`src/rtl/pipe_pkg.sv`:
```
// Shared types and constants for the pipeline hazard controller.
// Holds the forwarding-select and controller-state enums plus the NOP encoding.
package pipe_pkg;

   typedef enum logic [1:0] {
      FWD_RF = 2'b00,
      FWD_M  = 2'b01,
      FWD_W  = 2'b10
   } fwd_sel_e;

   typedef enum logic [1:0] {
      RUN   = 2'b00,
      DRAIN = 2'b01,
      HALT  = 2'b10
   } ctrl_state_e;

   localparam logic [31:0] NOP_INSN = 32'h00000013;

   // Width needed to hold a down-counter preloaded with n (never below 1 bit).
   function automatic int cnt_width(input int n);
      return (n < 2) ? 1 : $clog2(n + 1);
   endfunction

endpackage

```
`src/rtl/pipe_ctrl_if.sv`:
```
// Decode/execute/memory/writeback hazard signals exchanged with pipe_ctrl.
// The pipeline datapath is the master; pipe_ctrl is the slave.
interface pipe_ctrl_if #(
   parameter int REG_AW = 5
);

   logic [REG_AW-1:0]  d_rs1;
   logic [REG_AW-1:0]  d_rs2;
   logic               d_use_rs1;
   logic               d_use_rs2;
   logic               d_is_ecall;
   logic [REG_AW-1:0]  e_rs1;
   logic [REG_AW-1:0]  e_rs2;
   logic [REG_AW-1:0]  e_rd;
   logic [REG_AW-1:0]  m_rd;
   logic [REG_AW-1:0]  w_rd;
   logic               e_wen;
   logic               m_wen;
   logic               w_wen;
   logic               e_is_load;
   logic               e_redirect;

   logic               f_stall;
   logic               d_stall;
   logic               fd_flush;
   logic               de_bubble;
   pipe_pkg::fwd_sel_e fwd_a;
   pipe_pkg::fwd_sel_e fwd_b;
   logic               halt;
   logic [31:0]        stall_cnt;

   modport master (
      output d_rs1, d_rs2, d_use_rs1, d_use_rs2, d_is_ecall,
      output e_rs1, e_rs2, e_rd, m_rd, w_rd,
      output e_wen, m_wen, w_wen, e_is_load, e_redirect,
      input  f_stall, d_stall, fd_flush, de_bubble,
      input  fwd_a, fwd_b, halt, stall_cnt
   );

   modport slave (
      input  d_rs1, d_rs2, d_use_rs1, d_use_rs2, d_is_ecall,
      input  e_rs1, e_rs2, e_rd, m_rd, w_rd,
      input  e_wen, m_wen, w_wen, e_is_load, e_redirect,
      output f_stall, d_stall, fd_flush, de_bubble,
      output fwd_a, fwd_b, halt, stall_cnt
   );

endinterface

```
`src/rtl/fwd_sel.sv`:
```
// Operand forwarding selector for one execute-stage source register.
// The M-stage result wins over W; register 0 is never forwarded.
module fwd_sel
   import pipe_pkg::*;
#(
   parameter int AW = 5
) (
   input  logic [AW-1:0] i_rs,
   input  logic [AW-1:0] i_m_rd,
   input  logic          i_m_wen,
   input  logic [AW-1:0] i_w_rd,
   input  logic          i_w_wen,
   output fwd_sel_e      o_sel
);

   logic w_m_hit;
   logic w_w_hit;

   assign w_m_hit = i_m_wen && (i_m_rd != '0) && (i_m_rd == i_rs);
   assign w_w_hit = i_w_wen && (i_w_rd != '0) && (i_w_rd == i_rs);

   always_comb begin
      o_sel = FWD_RF;
      if (w_m_hit) begin
         o_sel = FWD_M;
      end else if (w_w_hit) begin
         o_sel = FWD_W;
      end
   end

endmodule

```
`src/rtl/pipe_ctrl.sv`:
```
// Five-stage pipeline hazard controller: load-use/RAW stalls, redirect flush,
// operand forwarding and ecall drain-to-halt. Macro PIPE_CTRL_FWD_EN enables forwarding.
module pipe_ctrl
   import pipe_pkg::*;
#(
   parameter int REG_AW    = 5,
   parameter int DRAIN_CYC = 3
) (
   input  logic        clk,
   input  logic        reset,
   pipe_ctrl_if.slave  bus
);

`ifdef PIPE_CTRL_FWD_EN
   localparam bit FWD_EN = 1'b1;
`else
   localparam bit FWD_EN = 1'b0;
`endif

   localparam int CNT_W = cnt_width(DRAIN_CYC);

   ctrl_state_e       r_state;
   logic [CNT_W-1:0]  r_drain_cnt;
   logic [31:0]       r_stall_cnt;
   logic              r_halt;

   logic [REG_AW-1:0] w_src_rd  [3];
   logic              w_src_wen [3];
   logic [2:0]        w_src_hit;
   logic              w_load_use;
   logic              w_hazard;
   fwd_sel_e          w_fwd_a;
   fwd_sel_e          w_fwd_b;
   fwd_sel_e          w_fwd_a_out;
   fwd_sel_e          w_fwd_b_out;
   logic              w_f_stall;
   logic              w_d_stall;
   logic              w_fd_flush;
   logic              w_de_bubble;

   // Source index 0/1/2 = E/M/W producers checked against the decode operands.
   assign w_src_rd[0]  = bus.e_rd;
   assign w_src_rd[1]  = bus.m_rd;
   assign w_src_rd[2]  = bus.w_rd;
   assign w_src_wen[0] = bus.e_wen;
   assign w_src_wen[1] = bus.m_wen;
   assign w_src_wen[2] = bus.w_wen;

   genvar gi;
   generate
      for (gi = 0; gi < 3; gi++) begin : g_src
         assign w_src_hit[gi] = w_src_wen[gi] && (w_src_rd[gi] != '0) &&
                                ((bus.d_use_rs1 && (w_src_rd[gi] == bus.d_rs1)) ||
                                 (bus.d_use_rs2 && (w_src_rd[gi] == bus.d_rs2)));
      end
   endgenerate

   // Without forwarding every in-flight producer is a hazard, not just a load in E.
   assign w_load_use = bus.e_is_load && w_src_hit[0];
   assign w_hazard   = FWD_EN ? w_load_use : (|w_src_hit);

   fwd_sel #(.AW(REG_AW)) u_fwd_a (
      .i_rs    (bus.e_rs1),
      .i_m_rd  (bus.m_rd),
      .i_m_wen (bus.m_wen),
      .i_w_rd  (bus.w_rd),
      .i_w_wen (bus.w_wen),
      .o_sel   (w_fwd_a)
   );

   fwd_sel #(.AW(REG_AW)) u_fwd_b (
      .i_rs    (bus.e_rs2),
      .i_m_rd  (bus.m_rd),
      .i_m_wen (bus.m_wen),
      .i_w_rd  (bus.w_rd),
      .i_w_wen (bus.w_wen),
      .o_sel   (w_fwd_b)
   );

   assign w_fwd_a_out = FWD_EN ? w_fwd_a : FWD_RF;
   assign w_fwd_b_out = FWD_EN ? w_fwd_b : FWD_RF;

   always_ff @(posedge clk) begin
      if (reset) begin
         r_state     <= RUN;
         r_drain_cnt <= '0;
         r_stall_cnt <= '0;
         r_halt      <= 1'b0;
      end else begin
         case (r_state)
            RUN: begin
               if (w_hazard && !bus.e_redirect && (r_stall_cnt != '1)) begin
                  r_stall_cnt <= r_stall_cnt + 32'd1;
               end
               if (bus.d_is_ecall && !bus.e_redirect && !w_hazard) begin
                  r_state     <= DRAIN;
                  r_drain_cnt <= CNT_W'(DRAIN_CYC);
               end
            end
            DRAIN: begin
               r_drain_cnt <= r_drain_cnt - CNT_W'(1);
               if (r_drain_cnt <= CNT_W'(1)) begin
                  r_state     <= HALT;
                  r_drain_cnt <= '0;
                  r_halt      <= 1'b1;
               end
            end
            HALT: begin
               r_halt <= 1'b1;
            end
            default: begin
               r_state <= RUN;
            end
         endcase
      end
   end

   always_comb begin
      w_f_stall   = 1'b0;
      w_d_stall   = 1'b0;
      w_fd_flush  = 1'b0;
      w_de_bubble = 1'b0;
      bus.fwd_a   = FWD_RF;
      bus.fwd_b   = FWD_RF;
      if (!reset) begin
         case (r_state)
            RUN: begin
               bus.fwd_a = w_fwd_a_out;
               bus.fwd_b = w_fwd_b_out;
               if (bus.e_redirect) begin
                  w_fd_flush  = 1'b1;
                  w_de_bubble = 1'b1;
               end else if (w_hazard) begin
                  w_f_stall   = 1'b1;
                  w_d_stall   = 1'b1;
                  w_de_bubble = 1'b1;
               end
            end
            DRAIN: begin
               // Older instructions still flow through E/M/W, so they keep forwarding.
               bus.fwd_a   = w_fwd_a_out;
               bus.fwd_b   = w_fwd_b_out;
               w_f_stall   = 1'b1;
               w_de_bubble = 1'b1;
            end
            HALT: begin
               w_f_stall = 1'b1;
               w_d_stall = 1'b1;
            end
            default: begin
               w_f_stall = 1'b0;
            end
         endcase
      end
   end

   assign bus.f_stall   = w_f_stall;
   assign bus.d_stall   = w_d_stall;
   assign bus.fd_flush  = w_fd_flush;
   assign bus.de_bubble = w_de_bubble;
   assign bus.halt      = r_halt;
   assign bus.stall_cnt = r_stall_cnt;

endmodule
```
`src/flat_wrapper.sv`:
```
// flat-port wrapper written by rule: the top's interface ports become plain ports
module pipe_ctrl_flat import pipe_pkg::*;
#(
   parameter int REG_AW    = 5,
   parameter int DRAIN_CYC = 3
)
  (clk, reset, bus_d_rs1, bus_d_rs2, bus_d_use_rs1, bus_d_use_rs2, bus_d_is_ecall, bus_e_rs1, bus_e_rs2, bus_e_rd, bus_m_rd, bus_w_rd, bus_e_wen, bus_m_wen, bus_w_wen, bus_e_is_load, bus_e_redirect, bus_f_stall, bus_d_stall, bus_fd_flush, bus_de_bubble, bus_fwd_a, bus_fwd_b, bus_halt, bus_stall_cnt);
  pipe_ctrl_if #(.REG_AW(REG_AW)) bus_i ();
  input  logic clk;
  input  logic reset;
  input wire logic [$bits(bus_i.d_rs1)-1:0] bus_d_rs1;
  input wire logic [$bits(bus_i.d_rs2)-1:0] bus_d_rs2;
  input wire logic [$bits(bus_i.d_use_rs1)-1:0] bus_d_use_rs1;
  input wire logic [$bits(bus_i.d_use_rs2)-1:0] bus_d_use_rs2;
  input wire logic [$bits(bus_i.d_is_ecall)-1:0] bus_d_is_ecall;
  input wire logic [$bits(bus_i.e_rs1)-1:0] bus_e_rs1;
  input wire logic [$bits(bus_i.e_rs2)-1:0] bus_e_rs2;
  input wire logic [$bits(bus_i.e_rd)-1:0] bus_e_rd;
  input wire logic [$bits(bus_i.m_rd)-1:0] bus_m_rd;
  input wire logic [$bits(bus_i.w_rd)-1:0] bus_w_rd;
  input wire logic [$bits(bus_i.e_wen)-1:0] bus_e_wen;
  input wire logic [$bits(bus_i.m_wen)-1:0] bus_m_wen;
  input wire logic [$bits(bus_i.w_wen)-1:0] bus_w_wen;
  input wire logic [$bits(bus_i.e_is_load)-1:0] bus_e_is_load;
  input wire logic [$bits(bus_i.e_redirect)-1:0] bus_e_redirect;
  output wire logic [$bits(bus_i.f_stall)-1:0] bus_f_stall;
  output wire logic [$bits(bus_i.d_stall)-1:0] bus_d_stall;
  output wire logic [$bits(bus_i.fd_flush)-1:0] bus_fd_flush;
  output wire logic [$bits(bus_i.de_bubble)-1:0] bus_de_bubble;
  output wire logic [$bits(bus_i.fwd_a)-1:0] bus_fwd_a;
  output wire logic [$bits(bus_i.fwd_b)-1:0] bus_fwd_b;
  output wire logic [$bits(bus_i.halt)-1:0] bus_halt;
  output wire logic [$bits(bus_i.stall_cnt)-1:0] bus_stall_cnt;
  assign bus_i.d_rs1 = bus_d_rs1;
  assign bus_i.d_rs2 = bus_d_rs2;
  assign bus_i.d_use_rs1 = bus_d_use_rs1;
  assign bus_i.d_use_rs2 = bus_d_use_rs2;
  assign bus_i.d_is_ecall = bus_d_is_ecall;
  assign bus_i.e_rs1 = bus_e_rs1;
  assign bus_i.e_rs2 = bus_e_rs2;
  assign bus_i.e_rd = bus_e_rd;
  assign bus_i.m_rd = bus_m_rd;
  assign bus_i.w_rd = bus_w_rd;
  assign bus_i.e_wen = bus_e_wen;
  assign bus_i.m_wen = bus_m_wen;
  assign bus_i.w_wen = bus_w_wen;
  assign bus_i.e_is_load = bus_e_is_load;
  assign bus_i.e_redirect = bus_e_redirect;
  assign bus_f_stall = bus_i.f_stall;
  assign bus_d_stall = bus_i.d_stall;
  assign bus_fd_flush = bus_i.fd_flush;
  assign bus_de_bubble = bus_i.de_bubble;
  assign bus_fwd_a = bus_i.fwd_a;
  assign bus_fwd_b = bus_i.fwd_b;
  assign bus_halt = bus_i.halt;
  assign bus_stall_cnt = bus_i.stall_cnt;
  pipe_ctrl #(.REG_AW(REG_AW), .DRAIN_CYC(DRAIN_CYC)) u_core (.clk(clk), .reset(reset), .bus(bus_i));
endmodule
```
`config.mk`:
```
export PLATFORM = sky130hd
export DESIGN_NAME = pipe_ctrl_flat
export DESIGN_NICKNAME = d
export VERILOG_FILES = /design/src/rtl/pipe_pkg.sv /design/src/rtl/pipe_ctrl_if.sv /design/src/rtl/fwd_sel.sv /design/src/rtl/pipe_ctrl.sv /design/src/flat_wrapper.sv
export SDC_FILE = /design/constraint.sdc
export NUM_CORES = 1
export LEC_CHECK = 0
export BUFFER_PORTS_ARGS = -buffer_cell sky130_fd_sc_hd__buf_2
export CORE_ASPECT_RATIO = 0.5
export CORE_MARGIN = 2
export CORE_UTILIZATION = 45
export DETAILED_ROUTE_END_ITERATION = 8
export MAX_ROUTING_LAYER = met4
export PLACE_DENSITY = 0.73
export SYNTH_ARGS = -nofsm -noshare
export SYNTH_HDL_FRONTEND = slang
export SYNTH_SLANG_ARGS = --single-unit
```
`constraint.sdc`:
```
create_clock -name clk -period 4 [get_ports clk]
set_input_delay 0.8 -clock clk [delete_from_list [all_inputs] [get_ports clk]]
set_output_delay 0.8 -clock clk [all_outputs]
set_load 0.05 [all_outputs]
```
* Yosys cells after proc, flatten, opt, wreduce, memory -nomap -nowiden *
Index checks and enable logic that the tools add are counted.

word-level totals
  output and inout port bits = 41
  RAM bits = 0
  latch bits = 0
  flip-flop bits (word level) = 37
  bits in read-only memories = 0
  memories = 0
  word-level logic and storage cells = 72
  input port bits = 45

cells by class
  magnitude comparators = 1
  shift operators = 0
  add/subtract/negate cells = 2
  muxes and demuxes = 20
  reduce and logical (&&, ||, !) cells = 33
  $mul = 0
  bitwise gates (word level) = 1
  div/mod/pow operators = 0
  equal/unequal tests = 11

operator list
  operator               count
  $add 32x1->32 const B  1
  $ne 32x32->1 const B   1
  $eq 5x5->1             6
  $logic_and 1x1->1      16
  $reduce_bool 5->1      3
  $mux 1                 10
  $mux 2                 4
  $pmux 1 s2             4
  $pmux 2 s3             1
  $reduce_and 2->1       3
  $ne 2x1->1 const B     2
  $pmux 2 s2             1
  $reduce_bool 2->1      2
  $logic_or 1x1->1       3
  $reduce_and 3->1       1
  $reduce_or 3->1        1
  $eq 2x1->1 const B     1
  $eq 2x2->1 const B     1
  $le 2x1->1 const B     1
  $logic_not 1->1        2
  $logic_not 2->1        1
  $reduce_or 2->1        1
  $sub 2x1->2 const B    1
  $not 1->1              1

* Longest topological paths before layout *
Gate-level depths: netlist (run 1).

  depth after elaboration = 9
  gate-level depth with buffers = 10
  mapped depth without buffers = 8

* Least setup slack after synthesis (run 1) *
Ideal clock, no wire load.

  kind = in2out
  from = input bus_d_rs1[0]
  to = output bus_f_stall
  data required time = 3.200 ns
  path slack = -0.361 ns
  cell stages on the path = 9
  arrival time = 3.561 ns
  buffers on the path = 3
  path through = xor2_1 > nor4_1 > and3_1 > o221ai_1 > a311o_1 > buf_2 > buf_2 > clkbuf_1 > a211oi_1

on the way
  longest elaborated chain between the ends = 9

RTL lines
  item                RTL line            source
  start: declaration  flat_wrapper.sv:11  input wire logic [$bits(bus_i.d_rs1)-1:0] bus_d_rs1;
  $eq 5x5->1          pipe_ctrl.sv:53     ((bus.d_use_rs1 && (w_src_rd[gi] == bus.d_rs1)) ||
  $logic_and 1x1->1   pipe_ctrl.sv:53
  $logic_or 1x1->1    pipe_ctrl.sv:53
  $logic_and 1x1->1   pipe_ctrl.sv:52     assign w_src_hit[gi] = w_src_wen[gi] && (w_src_rd[gi] != '0) &&
  $reduce_or 3->1 *   pipe_ctrl.sv:60     assign w_hazard = FWD_EN ? w_load_use : (|w_src_hit);
  $mux 1 *            pipe_ctrl.sv:133    end else if (w_hazard) begin
  $mux 1 *            pipe_ctrl.sv:130    if (bus.e_redirect) begin
  $pmux 1 s2 *        pipe_ctrl.sv:126    case (r_state)
  $mux 1 *            pipe_ctrl.sv:125    if (!reset) begin
  end: declaration    flat_wrapper.sv:26  output wire logic [$bits(bus_i.f_stall)-1:0] bus_f_stall;

Every way passes the cells marked *; elsewhere a longest branch is shown, timed or not.

* Final worst setup path (run 1) *
  from = input bus_e_rd[0]
  to = output bus_f_stall

on the way
  longest elaborated chain between the ends = 9

RTL lines
  item                                  RTL line                          source
  start: declaration                    flat_wrapper.sv:18                input wire logic [$bits(bus_i.e_rd)-1:0] bus_e_rd;
  $eq 5x5->1 (on tied branches)         pipe_ctrl.sv:53, pipe_ctrl.sv:54
  $logic_and 1x1->1 (on tied branches)  pipe_ctrl.sv:53, pipe_ctrl.sv:54
  $logic_or 1x1->1                      pipe_ctrl.sv:53
  $logic_and 1x1->1 *                   pipe_ctrl.sv:52
  $reduce_or 3->1 *                     pipe_ctrl.sv:60
  $mux 1 *                              pipe_ctrl.sv:133
  $mux 1 *                              pipe_ctrl.sv:130
  $pmux 1 s2 *                          pipe_ctrl.sv:126
  $mux 1 *                              pipe_ctrl.sv:125

Marked as above.

==> run metrics, run 1 <==
Lkg Pwr 1.18 nW; CTS tree yes; Critical Path AT 2.77 ns; crit path buf inv count 2; clk buf depth 2; largest net degree at the start of global routing 55; status complete, no violations; Slew Limit Fails 0; RSZ-0062 raised after global routing false; Register-to-Register Path Depth 8; slowest CP cell a311o_2; wire per inst 13.9 um; ANT nets after route 0; Post-synth EDFFs 0; diode count 0; Iter 0 DRT Violations 116; nets@finish 424; clk_lat worst skew 0.28 ns; # hold bufs at CTS 0; Comb power frac 26.4%; DIE AREA 0.00614 sq mm; Seq pwr share 44.4%; Psw 0.000299 W; Worst Hold Class reg -> reg; via-per-instance ratio 5.76; Ys Warns 0; Clk pwr share 29.2%; H-tree depth 2; Max FO, Critical Path 4; Layout area overhead 19.1%; internal reg-to-reg setup slack 1.41 ns; multiplexer share of the synthesized area 4.05%; final hold vios 0; minimum clock period 3.57 ns; TNS Setup 0 ns; Crit path max-delay family compound AO/OA/AOI/OAI gates; max_cap viols 0; fin crit share 89.3%; Simple-Gate Fraction of Synth Area 30.7%; fraction of registers with async set/reset 0%; worst r2r src u_core.bus.stall_cnt[0]; hpwl dp 4620 um; Clk Tree Root Cell clkbuf_8; CTS Buf Count 5; share of layout cells above drive strength 1 24.9%; drt pass-1 iters 5; GPL Wtd Cong 0.882; # DRC 0; vias in the first global route 2,233; Slew @ Worst Pin 0.504 ns; row count 19; clock tree sinks 37; Reg clk slew, reported paths 0.07 ns; Synth Area in Compound Gates 16.6%; adder-cell share of the synthesized area 2.53%; chip width 109 um; io pins 86; Port-buffer cells 70; mean post-synth cell area 7.95 sq um; Distinct cells, synth 44; sequential fraction of the synthesis area 29.9%; via count 2,573; PostCTS Resize Cnt 0; Slew headroom 66.3%; largest family of logic cells by synthesized area simple AND/OR/NAND/NOR gates; drt total wl 6200 um; first-pass GRT wire length 10,100 um; final-report setup violation count 0; Power Dens Cells 306 mW/mm^2; r2r endpoint u_core.bus.stall_cnt[17]; Initial Utilization 45.8%; number of synthesized register bits 37; pre-CTS setup slack 0.417 ns; Setup Buffers After CTS 0; worst-path cell chain buf_2 > xor2_1 > nor4_1 > and3_1 > o221ai_1 > a311o_2 > a211oi_2 > buf_2; die height 56.4 um; # fillers 511; Synth Instances 311; Post-Syn Area 0.00247 sq mm; VDD IR max 133 uV; most frequent cell on the critical path buf_2; total gr overflow 0; Internal 0.000603 W; ys flop type dfxtp_1; Total GRT Usage 20.9%; hold depth 2; type of the worst setup path in -> out; Worst Slack Setup Final 0.428 ns; worst endpoint required time 3.20 ns; HP Start u_core.bus.stall_cnt[14]; antenna violations before repair 0; switching portion of total power 33.1%; XOR/XNOR Fraction of Synth Area 11.0%; critical path's largest stage delay 0.41 ns; clk_skew 0.00259 ns; CP endpoint kind primary output; CP Launch Type primary input; Hold Crit Endpoint u_core.bus.stall_cnt[14]; Core Box Area 0.00540 sq mm; maximum operating frequency 280 MHz
kinds of logic (layout without fill, tap and decap cells):
family / Yosys count / after routing
flip-flops: 37 / 37
AO/OA/AOI/OAI: 63 / 63
multiplexers: 9 / 9
other: 1 / 4
adder cells (fa/ha/maj): 5 / 5
XOR/XNOR: 31 / 31
AND/OR/NAND/NOR: 137 / 137
buffers and inverters: 28 / 88
cells in the mapped netlist, types with 8 or more instances:
| cell type | n | share of area [%] |
|---|---|---|
| o21ai_0 | 10 | 2.0 |
| nor2b_1 | 8 | 2.0 |
| and3_1 | 14 | 3.5 |
| nand3_1 | 18 | 3.6 |
| nand4_1 | 12 | 3.0 |
| clkbuf_1 | 10 | 1.5 |
| nor4_1 | 13 | 3.3 |
| dfxtp_1 | 37 | 30 |
| nor2_1 | 21 | 3.2 |
| or4_1 | 13 | 3.9 |
| mux2_2 | 8 | 3.6 |
| o31ai_1 | 9 | 2.7 |
| xor2_1 | 25 | 8.9 |
| a21oi_1 | 24 | 4.9 |
| nand2_1 | 20 | 3.0 |
power groups by stage:
stage               clock (W)  sequential [W]  combinational [W]
finish               0.000263        0.000401           0.000238
global route         0.000288        0.000403           0.000260
CTS                  0.000271        0.000400           0.000238
detailed placement          0        0.000409           0.000237
global placement            0        0.000408           0.000229
floorplan                   0        0.000420           0.000159
how the worst max path moves through the flow:
stage	startpoint	to	slack [ns]	cells past startpoint
after CTS	bus_e_rd[0]	bus_f_stall	0.41	8
final	bus_e_rd[0]	bus_f_stall	0.43	8
after floorplan	bus_d_rs1[0]	bus_d_stall	0.05	9
after global routing	bus_d_rs2[3]	bus_f_stall	0.33	8
after detailed placement	bus_e_rd[0]	bus_f_stall	0.42	8
after global placement	bus_d_rs2[3]	bus_f_stall	0.46	8
state kept, by name (all words and copies together) (netlist names):
register,flops
u_core.bus.halt,1
u_core.bus.stall_cnt,32
u_core.r_drain_cnt,2
u_core.r_state,2
through the flow:
step	hold WS (ns)	power, W	utilization, %	cells	cell area (sq um)
6_report	0.491	0.000902	54.6	447	2950
5_1_grt	0.523	0.000951	54.6	447	2950
4_1_cts	0.492	0.000909	54.6	447	2950
3_5_place_dp	0.482	0.000646	53.0	440	2860
3_3_place_gp	0.471	0.000636	53.0	440	2860
2_1_floorplan	0.498	0.000579	-	314	2490
final cells by class:
cell class / instances / area (sq um) / share of cell area [%]
Multi-Input combinational cell: 249 / 1630 / 55.2
Sequential cell: 37 / 741 / 25.1
Timing Repair Buffer: 73 / 373 / 12.7
Tap cell: 73 / 91.3 / 3.10
Clock buffer: 7 / 86.3 / 2.93
Inverter: 8 / 30.0 / 1.02
worst reg2reg max path: stages (launching register included):
cell,delay (ns)
dfxtp_1,0.35
ha_1,0.23
nand2_1,0.15
nor2_1,0.06
and3_1,0.24
nand2_1,0.41
nand4_1,0.36
or4_1,0.55
a21oi_1,0.16
placed cells by master (no fill, tap or decap), types with 9 or more instances in the layout:
cell type,count
a21oi_1,24
and3_1,14
buf_2,70
dfxtp_1,37
nand2_1,20
nand3_1,18
nand4_1,12
nor2_1,21
nor4_1,13
o21ai_0,10
o31ai_1,9
or4_1,13
xor2_1,25
metal layers:
layer / vias to the layer above / global-route usage (%) / wire length [um]
li1: 1266 / - / -
met3: 6 / 4.30 / 405
met1: 1199 / 26.0 / 2710
met4: 0 / 5.68 / 46
met2: 102 / 34.8 / 3040
met5: - / - / 0
Note: power is estimated with default switching activity, not from simulation.
==> run 2, diff against run 1 <==
--- a/config.mk
+++ b/config.mk
@@ -12,6 +12,7 @@
 export DETAILED_ROUTE_END_ITERATION = 8
 export MAX_ROUTING_LAYER = met4
 export PLACE_DENSITY = 0.73
+export RECOVER_POWER = 25
 export SYNTH_ARGS = -nofsm -noshare
 export SYNTH_HDL_FRONTEND = slang
 export SYNTH_SLANG_ARGS = --single-unit
==> run 2 against run 1 <==
  * Sequential cell count unchanged
  * Maximum frequency about the same
  * Setup slack got worse by 0.0015 ns
  * Largest cell class unchanged
  * Total power increased by 0.10%
==> run metrics, run 2 (synthesis gave the netlist of run 1 again) <==
Lkg Pwr 1.11 nW (-6.3%); H-tree depth 2 (unchanged); vias in the first global route 2,233 (unchanged); RSZ-0062 raised after global routing false; nets@finish 424 (unchanged); routing usage on met1 26.0% (unchanged); Layout area overhead 18.3%; most common cell after layout, fill and taps aside buf_2; worst endpoint required time 3.20 ns (about the same); Slew Limit Fails 0 (unchanged); Setup Buffers After CTS 0 (unchanged); io pins 86 (unchanged); final hold vios 0 (unchanged); # DRC 0 (unchanged); Comb power frac 26.3% (about the same); Port-buffer cells 70 (unchanged); Clk Tree Root Cell clkbuf_8; Worst Hold Class reg -> reg; clk buf depth 2 (unchanged); drt total wl 6200 um (about the same); largest net degree at the start of global routing 55 (unchanged); type of the worst setup path in -> out; via count 2,585 (+0.47%); via-per-instance ratio 5.78 (+0.47%); final instance area 0.00293 sq mm (-0.72%); antenna violations before repair 0 (unchanged); CP Launch Type primary input; Reg clk slew, reported paths 0.07 ns (about the same); chip width 109 um (unchanged); Power Dens Cells 309 mW/mm^2 (+0.83%); Total GRT Usage 20.9% (unchanged); PostCTS Resize Cnt 0 (unchanged); Max FO, Critical Path 4 (unchanged); CTS Buf Count 5 (unchanged); total gr overflow 0 (unchanged); GPL Wtd Cong 0.882 (unchanged); GRT met3 Usage 4.30% (unchanged); Critical Path AT 2.77 ns (about the same); clock tree sinks 37 (unchanged); Slew headroom 60.6% (-5.8 points); ANT nets after route 0 (unchanged); number of flip-flops in the largest register 32 (unchanged); Iter 0 DRT Violations 112 (-3.4%); final-report setup violation count 0 (unchanged); switching portion of total power 33.3% (+0.18 points); Initial Utilization 45.8% (unchanged); clk_lat worst skew 0.28 ns (about the same); first-pass GRT wire length 10,100 um (unchanged); critical path's largest stage delay 0.41 ns (about the same); Internal 0.000602 W (-0.16%); diode count 0 (unchanged); fin crit share 89.3% (about the same); status complete, no violations; cell area after placement 0.00286 sq mm (unchanged); max_cap viols 0 (unchanged); minimum clock period 3.57 ns (+0.00150 ns); Slew @ Worst Pin 0.594 ns (+0.0901 ns); wire per inst 13.9 um (about the same); maximum operating frequency 280 MHz (about the same); CP endpoint kind primary output; Psw 0.000301 W (+0.64%); row count 19 (unchanged); CTS tree yes; met2 Track Usage GR 34.8% (unchanged); share of layout cells above drive strength 1 20.3% (-4.5 points); TNS Setup 0 ns (unchanged); VDD IR max 135 uV (+1.3%); dpl cells 440 (unchanged); busiest grt layer met2; drt pass-1 iters 4 (-1); # hold bufs at CTS 0 (unchanged); DIE AREA 0.00614 sq mm (unchanged); hpwl dp 4620 um (unchanged); most frequent cell on the critical path buf_2; Clk pwr share 29.3% (about the same); Core Box Area 0.00540 sq mm (unchanged); slowest CP cell a311o_2; clk_skew 0.00382 ns (+0.00123 ns); non-filler cells, final 447 (unchanged); die height 56.4 um (unchanged); worst-path cell chain buf_2 > xor2_1 > nor4_1 > and3_1 > o221ai_1 > a311o_2 > a211oi_2 > buf_2; most frequent cells in the layout buf_2 (53), dfxtp_1 (37), xor2_1 (25); Seq pwr share 44.4% (about the same)
==> run 2: changes by cell type in the layout (fill, tap and decap cells not counted) <==
cell and change:
buf_2 -17, clkbuf_1 +17
==> run 2: final timing paths <==
check	from	end	slack, ns	cells after the start
max reg2reg	u_core.bus.stall_cnt[0]	u_core.bus.stall_cnt[17]	1.42	8
min reg2reg	u_core.bus.stall_cnt[14]	u_core.bus.stall_cnt[14]	0.49	2
min	u_core.bus.stall_cnt[14]	u_core.bus.stall_cnt[14]	0.49	2
max	bus_e_rd[0]	bus_f_stall	0.43	8
==> run 2: worst max-delay path: cells and delay by family <==
family,cells,cell delay (ns)
compound gates,3,0.81
xor+xnor,1,0.16
buf+inv,2,0.42
simple gates,2,0.58
==> run 2: power groups by stage <==
stage                     clock network (W)  registers [W]  logic [W]
after floorplan                           0       0.000420   0.000159
after global placement                    0       0.000408   0.000229
after detailed placement                  0       0.000409   0.000237
after CTS                          0.000271       0.000400   0.000238
after global routing               0.000288       0.000404   0.000259
final                              0.000264       0.000401   0.000238
==> run 2: metal layers <==
layer	wire, um	vias to the layer above
li1	-	1266
met1	2730	1200
met2	3030	111
met3	394	8
met4	43	0
met5	0	-
==> run 2: cell type report <==
| type | instances | area [sq um] |
|---|---|---|
| fillers | 520 | 2470 |
| multi-input cells | 249 | 1630 |
| flip-flops and latches | 37 | 741 |
| repair buffers | 73 | 352 |
| well taps | 73 | 91.3 |
| clock buffers | 7 | 86.3 |
| inverters | 8 | 30.0 |
==> run 2: through the flow <==
stage	hold WS [ns]	total power [W]	worst slack [ns]	utilization (%)
2_1_floorplan	0.498	0.000579	0.0524	-
3_3_place_gp	0.471	0.000636	0.455	53.0
6_report	0.493	0.000903	0.426	54.2
3_5_place_dp	0.482	0.000646	0.417	53.0
4_1_cts	0.492	0.000909	0.415	54.6
5_1_grt	0.526	0.000950	0.332	54.2
